$ cat config.mk
export PLATFORM = sky130hd
export DESIGN_NAME = mem_stage_unit_flat
export DESIGN_NICKNAME = d
export VERILOG_FILES = /design/src/rtl/mem_stage_unit_if.sv /design/src/rtl/mem_stage_unit.sv /design/src/flat_wrapper.sv
export SDC_FILE = /design/constraint.sdc
export NUM_CORES = 1
export LEC_CHECK = 0
export CAP_MARGIN = 20
export CORE_AREA = 3 3 133 135
export CTS_CLUSTER_SIZE = 28
export DETAILED_ROUTE_END_ITERATION = 8
export DIE_AREA = 0 0 136 138
export PLACE_DENSITY = 0.64
export SETUP_SLACK_MARGIN = 0.5
export SYNTH_ARGS = -nofsm -noshare
export SYNTH_HDL_FRONTEND = slang
export SYNTH_SLANG_ARGS = --single-unit
$ cat constraint.sdc
create_clock -name clk -period 3.4 [get_ports clk]
set_input_delay 0.51 -clock clk [delete_from_list [all_inputs] [get_ports clk]]
set_output_delay 0.51 -clock clk [all_outputs]
set_load 0.01 [all_outputs]
$ cat src/rtl/mem_stage_unit_if.sv
// Data-memory request/acknowledge bundle between the MEM stage and data memory.
// master: the MEM stage issuing requests; slave: the memory answering them.
interface mem_stage_unit_if #(
  parameter int DATA_W = 32
);
  logic              req;
  logic              we;
  logic [DATA_W-1:0] addr;
  logic [DATA_W-1:0] wdata;
  logic [DATA_W-1:0] rdata;
  logic              ack;

  modport master (output req, output we, output addr, output wdata,
                  input rdata, input ack);
  modport slave  (input req, input we, input addr, input wdata,
                  output rdata, output ack);
endinterface

$ cat src/rtl/mem_stage_unit.sv
// mem_stage_unit: MEM-stage consumer of the EX/MEM register.
// - Resolves branch/jump into a PC redirect plus IF/ID/EX flush strobes.
// - Runs the data-memory req/ack handshake with a wait-state timeout,
//   stalls the pipeline while waiting and feeds the MEM/WB register.
// Optional feature macro: MEM_ALIGN_CHECK_EN (misaligned accesses are not
// issued and raise mem_error instead).
module mem_stage_unit #(
  parameter int DATA_W         = 32,
  parameter int TIMEOUT_CYCLES = 16,
  parameter int CNT_W          = 5
) (
  input  logic              clk,
  input  logic              reset_n,
  input  logic              RegWrite_in,
  input  logic              MemtoReg_in,
  input  logic              Branch_in,
  input  logic              MemRead_in,
  input  logic              MemWrite_in,
  input  logic              Jump_in,
  input  logic              ALU_zero_in,
  input  logic [DATA_W-1:0] jump_addr_in,
  input  logic [DATA_W-1:0] branch_addr_in,
  input  logic [DATA_W-1:0] ALU_result_in,
  input  logic [DATA_W-1:0] reg_read_data_2_in,
  input  logic [4:0]        EX_MEM_RegisterRd_in,
  mem_stage_unit_if.master  dmem,
  output logic              mem_stall,
  output logic              mem_error,
  output logic              pc_redirect,
  output logic [DATA_W-1:0] pc_target,
  output logic              IF_Flush,
  output logic              ID_Flush,
  output logic              EX_Flush,
  output logic              RegWrite_out,
  output logic              MemtoReg_out,
  output logic [DATA_W-1:0] mem_read_data_out,
  output logic [DATA_W-1:0] ALU_result_out,
  output logic [4:0]        MEM_WB_RegisterRd_out
);

  typedef enum logic [0:0] {
    ST_IDLE = 1'b0,
    ST_WAIT = 1'b1
  } state_t;

  localparam logic [CNT_W-1:0] TIMEOUT_VAL = CNT_W'(TIMEOUT_CYCLES);
  localparam logic [CNT_W-1:0] CNT_ZERO    = {CNT_W{1'b0}};
  localparam logic [CNT_W-1:0] CNT_ONE     = {{(CNT_W-1){1'b0}}, 1'b1};

  state_t           r_state;
  state_t           w_state_nxt;
  logic [CNT_W-1:0] r_cnt;
  logic [CNT_W-1:0] w_cnt_nxt;
  logic             w_mem_op;
  logic             w_align_err;
  logic             w_req;
  logic             w_timeout_hit;
  logic             w_stall;
  logic             w_rd_done;
  logic             w_taken;

  assign w_mem_op = MemRead_in | MemWrite_in;

  // A misaligned access can only be seen when a new instruction arrives,
  // because the EX/MEM register is frozen while we wait.
`ifdef MEM_ALIGN_CHECK_EN
  assign w_align_err = w_mem_op & (ALU_result_in[1:0] != 2'b00) & (r_state == ST_IDLE);
`else
  assign w_align_err = 1'b0;
`endif

  // Handshake FSM: next state, wait counter and raw request/timeout.
  always_comb begin
    w_state_nxt   = r_state;
    w_cnt_nxt     = r_cnt;
    w_req         = 1'b0;
    w_timeout_hit = 1'b0;
    case (r_state)
      ST_IDLE: begin
        w_req = w_mem_op & ~w_align_err;
        if (w_req & ~dmem.ack) begin
          w_state_nxt = ST_WAIT;
          w_cnt_nxt   = CNT_ONE;
        end else begin
          w_state_nxt = ST_IDLE;
          w_cnt_nxt   = CNT_ZERO;
        end
      end
      ST_WAIT: begin
        // Timeout wins: the request is withdrawn so a late ack is ignored.
        if (r_cnt == TIMEOUT_VAL) begin
          w_req         = 1'b0;
          w_timeout_hit = 1'b1;
          w_state_nxt   = ST_IDLE;
          w_cnt_nxt     = CNT_ZERO;
        end else if (dmem.ack) begin
          w_req       = 1'b1;
          w_state_nxt = ST_IDLE;
          w_cnt_nxt   = CNT_ZERO;
        end else begin
          w_req       = 1'b1;
          w_state_nxt = ST_WAIT;
          w_cnt_nxt   = r_cnt + CNT_ONE;
        end
      end
      default: begin
        w_state_nxt = ST_IDLE;
        w_cnt_nxt   = CNT_ZERO;
      end
    endcase
  end

  // FSM state and wait counter registers.
  always_ff @(posedge clk or negedge reset_n) begin
    if (!reset_n) begin
      r_state <= ST_IDLE;
      r_cnt   <= CNT_ZERO;
    end else begin
      r_state <= w_state_nxt;
      r_cnt   <= w_cnt_nxt;
    end
  end

  // Control outputs are forced low while reset is asserted so an
  // in-flight request is dropped immediately.
  assign w_stall    = w_req & ~dmem.ack & reset_n;
  assign w_rd_done  = w_req & dmem.ack & MemRead_in;
  assign w_taken    = Branch_in & ALU_zero_in;

  assign dmem.req   = w_req & reset_n;
  assign dmem.we    = MemWrite_in & ~MemRead_in;
  assign dmem.addr  = ALU_result_in;
  assign dmem.wdata = reg_read_data_2_in;

  assign mem_stall  = w_stall;
  assign mem_error  = (w_timeout_hit | w_align_err) & reset_n;

  assign pc_redirect = (w_taken | Jump_in) & ~w_stall & reset_n;
  assign pc_target   = Jump_in ? jump_addr_in : branch_addr_in;
  assign IF_Flush    = pc_redirect;
  assign ID_Flush    = pc_redirect;
  assign EX_Flush    = pc_redirect;

  // MEM/WB register: bubble on stall, load otherwise; failed accesses
  // never write back.
  always_ff @(posedge clk or negedge reset_n) begin
    if (!reset_n) begin
      RegWrite_out          <= 1'b0;
      MemtoReg_out          <= 1'b0;
      mem_read_data_out     <= {DATA_W{1'b0}};
      ALU_result_out        <= {DATA_W{1'b0}};
      MEM_WB_RegisterRd_out <= 5'd0;
    end else if (w_stall) begin
      RegWrite_out <= 1'b0;
      MemtoReg_out <= 1'b0;
    end else begin
      RegWrite_out          <= RegWrite_in & ~(w_timeout_hit & MemRead_in) & ~w_align_err;
      MemtoReg_out          <= MemtoReg_in;
      mem_read_data_out     <= w_rd_done ? dmem.rdata : {DATA_W{1'b0}};
      ALU_result_out        <= ALU_result_in;
      MEM_WB_RegisterRd_out <= EX_MEM_RegisterRd_in;
    end
  end

endmodule

$ cat src/flat_wrapper.sv
// flat-port wrapper written by rule: the top's interface ports become plain ports
module mem_stage_unit_flat 
#(
  parameter int DATA_W         = 32,
  parameter int TIMEOUT_CYCLES = 16,
  parameter int CNT_W          = 5
)
  (clk, reset_n, RegWrite_in, MemtoReg_in, Branch_in, MemRead_in, MemWrite_in, Jump_in, ALU_zero_in, jump_addr_in, branch_addr_in, ALU_result_in, reg_read_data_2_in, EX_MEM_RegisterRd_in, mem_stall, mem_error, pc_redirect, pc_target, IF_Flush, ID_Flush, EX_Flush, RegWrite_out, MemtoReg_out, mem_read_data_out, ALU_result_out, MEM_WB_RegisterRd_out, dmem_req, dmem_we, dmem_addr, dmem_wdata, dmem_rdata, dmem_ack);
  mem_stage_unit_if #(.DATA_W(DATA_W)) dmem_i ();
  input  logic clk;
  input  logic reset_n;
  input  logic RegWrite_in;
  input  logic MemtoReg_in;
  input  logic Branch_in;
  input  logic MemRead_in;
  input  logic MemWrite_in;
  input  logic Jump_in;
  input  logic ALU_zero_in;
  input  logic [DATA_W-1:0] jump_addr_in;
  input  logic [DATA_W-1:0] branch_addr_in;
  input  logic [DATA_W-1:0] ALU_result_in;
  input  logic [DATA_W-1:0] reg_read_data_2_in;
  input  logic [4:0] EX_MEM_RegisterRd_in;
  output logic mem_stall;
  output logic mem_error;
  output logic pc_redirect;
  output logic [DATA_W-1:0] pc_target;
  output logic IF_Flush;
  output logic ID_Flush;
  output logic EX_Flush;
  output logic RegWrite_out;
  output logic MemtoReg_out;
  output logic [DATA_W-1:0] mem_read_data_out;
  output logic [DATA_W-1:0] ALU_result_out;
  output logic [4:0] MEM_WB_RegisterRd_out;
  output wire logic [$bits(dmem_i.req)-1:0] dmem_req;
  output wire logic [$bits(dmem_i.we)-1:0] dmem_we;
  output wire logic [$bits(dmem_i.addr)-1:0] dmem_addr;
  output wire logic [$bits(dmem_i.wdata)-1:0] dmem_wdata;
  input wire logic [$bits(dmem_i.rdata)-1:0] dmem_rdata;
  input wire logic [$bits(dmem_i.ack)-1:0] dmem_ack;
  assign dmem_req = dmem_i.req;
  assign dmem_we = dmem_i.we;
  assign dmem_addr = dmem_i.addr;
  assign dmem_wdata = dmem_i.wdata;
  assign dmem_i.rdata = dmem_rdata;
  assign dmem_i.ack = dmem_ack;
  mem_stage_unit #(.DATA_W(DATA_W), .TIMEOUT_CYCLES(TIMEOUT_CYCLES), .CNT_W(CNT_W)) u_core (.clk(clk), .reset_n(reset_n), .RegWrite_in(RegWrite_in), .MemtoReg_in(MemtoReg_in), .Branch_in(Branch_in), .MemRead_in(MemRead_in), .MemWrite_in(MemWrite_in), .Jump_in(Jump_in), .ALU_zero_in(ALU_zero_in), .jump_addr_in(jump_addr_in), .branch_addr_in(branch_addr_in), .ALU_result_in(ALU_result_in), .reg_read_data_2_in(reg_read_data_2_in), .EX_MEM_RegisterRd_in(EX_MEM_RegisterRd_in), .dmem(dmem_i), .mem_stall(mem_stall), .mem_error(mem_error), .pc_redirect(pc_redirect), .pc_target(pc_target), .IF_Flush(IF_Flush), .ID_Flush(ID_Flush), .EX_Flush(EX_Flush), .RegWrite_out(RegWrite_out), .MemtoReg_out(MemtoReg_out), .mem_read_data_out(mem_read_data_out), .ALU_result_out(ALU_result_out), .MEM_WB_RegisterRd_out(MEM_WB_RegisterRd_out));
endmodule
==> flow_summary.json, run 1 <==
{
  "synth.largest_area_cell": "dfrtp_1",
  "power_w": 0.002606,
  "port-buffer-count": 285,
  "crit_arrival_ns": 2.21,
  "area_delta_synth_final_pct": 73.22,
  "synth_compound_area_share_pct": 7.612,
  "antenna_cells": 0,
  "cts_tree": "built",
  "drv_slew": 0,
  "holdBufCountCts": 0,
  "cts_resized": 2,
  "synth_area_leaders": "dfrtp_1, mux2_2, buf_4",
  "synth-edff-count": 0,
  "cp.required_ns": 2.89,
  "peakVddDrop_mv": 0.2069,
  "antenna_found_initial": 0,
  "routed_wirelength_um": 12840,
  "netlist_area_mm2": 0.003961,
  "yosys-top-cells-count": "dfrtp_1, buf_4, mux2_2",
  "cts_buffers": 9,
  "end_kind": "output pin",
  "skew_ns": 0.004753,
  "fin_nets": 727,
  "cts.sinks": 77,
  "yosys_warnings": 0,
  "synth.net_count": 508,
  "drt_iter0_markers": 63,
  "die_x_um": 136,
  "synth_top_area_share_pct": 48.64,
  "hold_viol_final": 0,
  "synth-seq-cells": 77,
  "p_per_area_mw_per_mm2": 379.8,
  "grt_pass1_wl_um": 19490,
  "synthArstFlopShare_pct": 100.0,
  "grt_max_degree": 40,
  "slew_headroom_pct": 63.29,
  "start_util_pct": 23.89,
  "gp_congestion": 0.8743,
  "drt-wirelength-per-cell_um": 16.61,
  "rsz0062_at_grt": "no",
  "syn_area_per_cell_um2": 11.97,
  "critPathMaxFanout": 5,
  "h-tree-depth": 3,
  "fin_crit_ns": 2.722,
  "synth_most_common_cell": "dfrtp_1",
  "die_y_um": 138,
  "die_area_mm2": 0.01877,
  "clk_pin_slew_ns": 0.06,
  "worst_hold_slack_ns": 0.04634,
  "ant_nets": 0,
  "synth.yosys.seq_area_share_pct": 48.64,
  "io_pins": 350,
  "period_share_pct": 80.06,
  "status": "completed",
  "tightest_slew_ns": 0.5506,
  "synth_fa_ha_area_share_pct": 0.6317,
  "drt_pass1_iterations": 4,
  "drive_gt1_share_pct": 17.90,
  "setup_violations": 0,
  "cts_root_buf": "clkbuf_16",
  "worst_setup_path_start_kind": "register",
  "synth-xor-area-share_pct": 0.6633,
  "rrSetupSlack_ns": 1.18,
  "p_leak_nw": 2.814,
  "hp-class": "in -> async",
  "fmax_mhz": 367.4,
  "cap_violations": 0,
  "synth_cell_types": 27,
  "synth_top_family_by_area": "multiplexers",
  "muxShareOfSynthArea_pct": 20.56,
  "grt_util_all_layers_pct": 13.39,
  "cts.path.max_buffers": 2,
  "via_per_inst": 4.145,
  "final_util_pct": 41.38,
  "grt_pass1_vias": 3473,
  "tns_ns": 0,
  "syn-instance-count": 331,
  "synth_flop_cell": "dfrtp_1",
  "core_area_mm2": 0.01658,
  "post_cts_buffers": 0,
  "rows": 47,
  "hpwl_um": 10230,
  "crit_type": "reg -> out",
  "insertion_delay_ns": 0.33,
  "synthSimpleGateAreaFrac_pct": 6.001,
  "route.detailed.drc": 0,
  "route.vias.total": 3204,
  "gr-total-overflow": 0
}
==> logic make-up (layout without fill, tap and decap cells) <==
group	after synthesis	in the layout
mux	69	69
buf+inv	91	313
simple gates	51	51
flops	77	77
compound gates	38	38
fa+ha+maj	2	2
xor+xnor	3	3
==> where the power goes <==
group,switching [W],internal (W),total [W]
sequential,0.0000364,0.000980,0.00102
combinational,0.000237,0.000428,0.000665
clock,0.000345,0.000579,0.000924
total,0.000618,0.00199,0.00261
==> metrics by stage <==
step / area, um2 / std cells / setup WS (ns)
finish: 6862 / 773 / 0.6779
global route: 6862 / 773 / 0.5524
CTS: 6852 / 773 / 0.5371
detailed placement: 6566 / 759 / 0.4657
global placement: 6566 / 759 / 0.4500
floorplan: 3961 / 331 / 1.355
==> metal layers <==
layer  global-route usage, %  share of wire (%)  up-vias
met2                   23.05                 51      156
li1                        -                  -     1507
met4                   4.244                2.0        0
met1                   15.95                 39     1515
met3                   3.961                7.4       26
met5                       0                  0        -
==> final timing paths <==
check	startpoint	cells after the start	to
max in group asynchronous	reset_n	3	u_core.mem_read_data_out[31]$_DFFE_PN0N_
worst max-delay path	u_core.r_cnt[0]$_DFF_PN0_	6	EX_Flush
worst max register to register	u_core.r_cnt[0]$_DFF_PN0_	6	u_core.ALU_result_out[24]$_DFFE_PN0N_
worst min-delay path	reset_n	1	u_core.ALU_result_out[12]$_DFFE_PN0N_
worst min register to register	u_core.ALU_result_out[29]$_DFFE_PN0N_	1	u_core.ALU_result_out[29]$_DFFE_PN0N_
min in group clk	u_core.ALU_result_out[29]$_DFFE_PN0N_	1	u_core.ALU_result_out[29]$_DFFE_PN0N_
==> final cells by class <==
type,instances,area [um2]
tap,220,275.3
clock buffer,12,246.5
timing repair buffer,296,2944
fill,1552,9722
clock inverter,2,35.03
inverter,3,11.26
sequential,77,1927
multi-input combinational,163,1423
==> worst max-delay path, cell delays in order, from the launching register on <==
cell	delay (ns)
dfrtp_1	0.40
inv_1	0.07
ha_1	0.14
and4bb_4	0.29
a21o_1	0.20
o211a_4	0.22
clkdlybuf4s50_1	0.55
==> registers in the layout, summed over array words and instances, names as in the netlist <==
signal,flops
u_core.MemtoReg_out,1
u_core.MEM_WB_RegisterRd_out,5
u_core.ALU_result_out,32
u_core.r_state,1
u_core.RegWrite_out,1
u_core.mem_read_data_out,32
u_core.r_cnt,5
==> placed cells by master (no fill, tap or decap), drive strengths merged <==
| master | instances |
|---|---|
| ha | 2 |
| bufinv | 1 |
| o31ai | 1 |
| nand2b | 2 |
| mux2 | 69 |
| clkdlybuf4s50 | 283 |
| nor2 | 34 |
| a311oi | 1 |
| and2 | 1 |
| a211oi | 1 |
| buf | 12 |
| nor2b | 4 |
| dlygate4sd2 | 1 |
| and4bb | 1 |
| a21o | 2 |
| o211a | 1 |
| nor3 | 4 |
| a22oi | 32 |
| dfrtp | 77 |
| or3 | 1 |
| nor3b | 1 |
| xor2 | 2 |
| clkinv | 1 |
| clkbuf | 12 |
| nand3 | 2 |
| inv | 3 |
| and3 | 1 |
| xnor2 | 1 |
Note: power is estimated with default switching activity, not from simulation.
==> inputs of run 2 (changes only) <==
--- a/config.mk
+++ b/config.mk
@@ -6,10 +6,10 @@
 export NUM_CORES = 1
 export LEC_CHECK = 0
 export CAP_MARGIN = 20
-export CORE_AREA = 3 3 133 135
+export CORE_AREA = 3 3 136 138
 export CTS_CLUSTER_SIZE = 28
 export DETAILED_ROUTE_END_ITERATION = 8
-export DIE_AREA = 0 0 136 138
+export DIE_AREA = 0 0 139 141
 export PLACE_DENSITY = 0.64
 export SETUP_SLACK_MARGIN = 0.5
 export SYNTH_ARGS = -nofsm -noshare
==> constraint.sdc (replaced) <==
create_clock -name clk -period 2.2 [get_ports clk]
set_input_delay 0.33 -clock clk [delete_from_list [all_inputs] [get_ports clk]]
set_output_delay 0.33 -clock clk [all_outputs]
set_load 0.01 [all_outputs]
==> run 2 against run 1 <==
  * Clock skew up 0.0020 ns
  * Combinational power up 65%
  * Die area up 4.4%
  * Via count up 6.4%
  * Non-clock buffer count up 19
  * Largest power group unchanged
  * Highest routed layer unchanged
==> flow_summary.json, run 2 (synthesis results as in run 1) <==
{
  "cts_root_buf": "clkbuf_16",
  "cp_common_cell": "buf_6",
  "drt-wirelength-per-cell_um": 17.88,
  "crit_arrival_ns": 1.79,
  "route.vias.total": 3409,
  "io_pins": 350,
  "start_util_pct": 22.90,
  "die_area_mm2": 0.01960,
  "cts_buffers": 9,
  "rsz0062_at_grt": "yes",
  "multi_input_area_mm2": 0.001524,
  "ant_nets": 0,
  "skew_ns": 0.006795,
  "cts.sinks": 77,
  "antenna_cells": 0,
  "layout_commonest_cell": "clkdlybuf4s50_1",
  "final_cells": 799,
  "drt_pass1_iterations": 5,
  "critPathSlowestCell": "dfrtp_1",
  "grt_max_degree": 68,
  "critPathMaxFanout": 2,
  "peakVddDrop_mv": 0.2964,
  "hpwl_um": 10550,
  "insertion_delay_ns": 0.34,
  "route.detailed.drc": 0,
  "routed_wirelength_um": 14290,
  "status": "completed",
  "p_leak_nw": 3.265,
  "drv_slew": 0,
  "hold_viol_final": 0,
  "crit_path_cell_trace": "inv_1 > ha_2 > and4bb_4 > a21o_1 > buf_6 > buf_6 > nor2b_1 > buf_2",
  "core_area_mm2": 0.01730,
  "port-buffer-count": 285,
  "gr-total-overflow": 0,
  "fmax_mhz": 472.7,
  "fin_nets": 746,
  "ff_latch_area_mm2": 0.001927,
  "period_share_pct": 96.15,
  "die_x_um": 139,
  "area_delta_synth_final_pct": 83.61,
  "max_stage_delay_ns": 0.35,
  "fin_crit_ns": 2.115,
  "p_per_area_mw_per_mm2": 554.0,
  "via_per_inst": 4.267,
  "dp_cells": 770,
  "die_y_um": 141,
  "worst_hold_slack_ns": 0.02559,
  "hp-class": "in -> async",
  "h-tree-depth": 3,
  "cts_tree": "built",
  "cp.required_ns": 1.87,
  "setup_violations": 0,
  "critical_path.top_delay_family": "buffers and inverters",
  "final_util_pct": 42.05,
  "nFillCells": 1585,
  "worst-path-buf-inv": 4,
  "r2r_cells": 9,
  "tightest_slew_ns": 0.8384,
  "grt_pass1_wl_um": 21270,
  "drt_iter0_markers": 74,
  "slew_headroom_pct": 44.11,
  "cts.path.max_buffers": 2,
  "grt_util_all_layers_pct": 13.97,
  "crit_type": "reg -> out",
  "end_kind": "output pin",
  "antenna_found_initial": 1,
  "largestRegisters": "u_core.ALU_result_out (32), u_core.mem_read_data_out (32)",
  "clk_pin_slew_ns": 0.06,
  "holdBufCountCts": 0,
  "cp.depth": 8,
  "gp_congestion": 0.7934,
  "power_w": 0.004029,
  "grt_pass1_vias": 3700,
  "drive_gt1_share_pct": 22.30,
  "tns_ns": 0,
  "final_cell_mix": "clkdlybuf4s50_1, dfrtp_1, dlygate4sd2_1",
  "rows": 48,
  "worst_setup_path_start_kind": "register",
  "cap_violations": 0
}
run 2: final timing paths:
| check | slack (ns) | startpoint | endpoint |
|---|---|---|---|
| worst min register to register | 0.50 | u_core.ALU_result_out[28]$_DFFE_PN0N_ | u_core.ALU_result_out[28]$_DFFE_PN0N_ |
| worst min-delay path | 0.03 | reset_n | u_core.r_cnt[0]$_DFF_PN0_ |
| worst max-delay path | 0.08 | u_core.r_cnt[0]$_DFF_PN0_ | dmem_req |
| min in group clk | 0.50 | u_core.ALU_result_out[28]$_DFFE_PN0N_ | u_core.ALU_result_out[28]$_DFFE_PN0N_ |
| max in group asynchronous | 1.36 | reset_n | u_core.mem_read_data_out[22]$_DFFE_PN0N_ |
| worst max register to register | 0.14 | u_core.r_cnt[0]$_DFF_PN0_ | u_core.ALU_result_out[7]$_DFFE_PN0N_ |
run 2: repair_timing:
action,in CTS,in global routing
pin swaps,3,2
setup endpoints to repair,123,99
gates resized for setup,90,19
gates cloned,4,3
setup buffers,4,2
hold endpoints to repair,0,0
run 2: cell type report:
type / count / area share (%)
Timing Repair Buffer: 315 / 44.81
Sequential cell: 77 / 26.49
Multi-Input combinational cell: 163 / 20.95
Tap cell: 225 / 3.871
Clock buffer: 11 / 3.200
Clock inverter: 5 / 0.5161
Inverter: 3 / 0.1548
run 2: metal layers:
layer / vias up / part of all wire, % / GRT usage (%) / wire (um)
li1: 1562 / - / - / -
met1: 1622 / 36 / 15.04 / 5192
met2: 205 / 53 / 25.52 / 7538
met3: 20 / 8.5 / 4.274 / 1213
met4: 0 / 2.4 / 5.664 / 344
met5: - / 0 / 0 / 0
run 2: metrics by stage:
stage	cell area (um2)	setup WS (ns)
global route	7273	-0.009357
finish	7273	0.08468
CTS	7123	0.02467
floorplan	4090	0.4210
detailed placement	6766	-0.2243
global placement	6766	-0.2162
run 2: report_power, final:
group | internal, W | switching [W]
registers | 0.00151 | 0.0000597
logic | 0.000703 | 0.000395
clock network | 0.000766 | 0.000591
total | 0.00298 | 0.00105
run 2: worst reg2reg max path, cell delays in order, from the launching register on:
cell and delay (ns):
dfrtp_1 0.35, inv_1 0.05, ha_2 0.17, and4bb_4 0.20, buf_4 0.15, a211oi_4 0.29, buf_6 0.17, buf_6 0.12
clkbuf_16 0.15, mux2_4 0.29
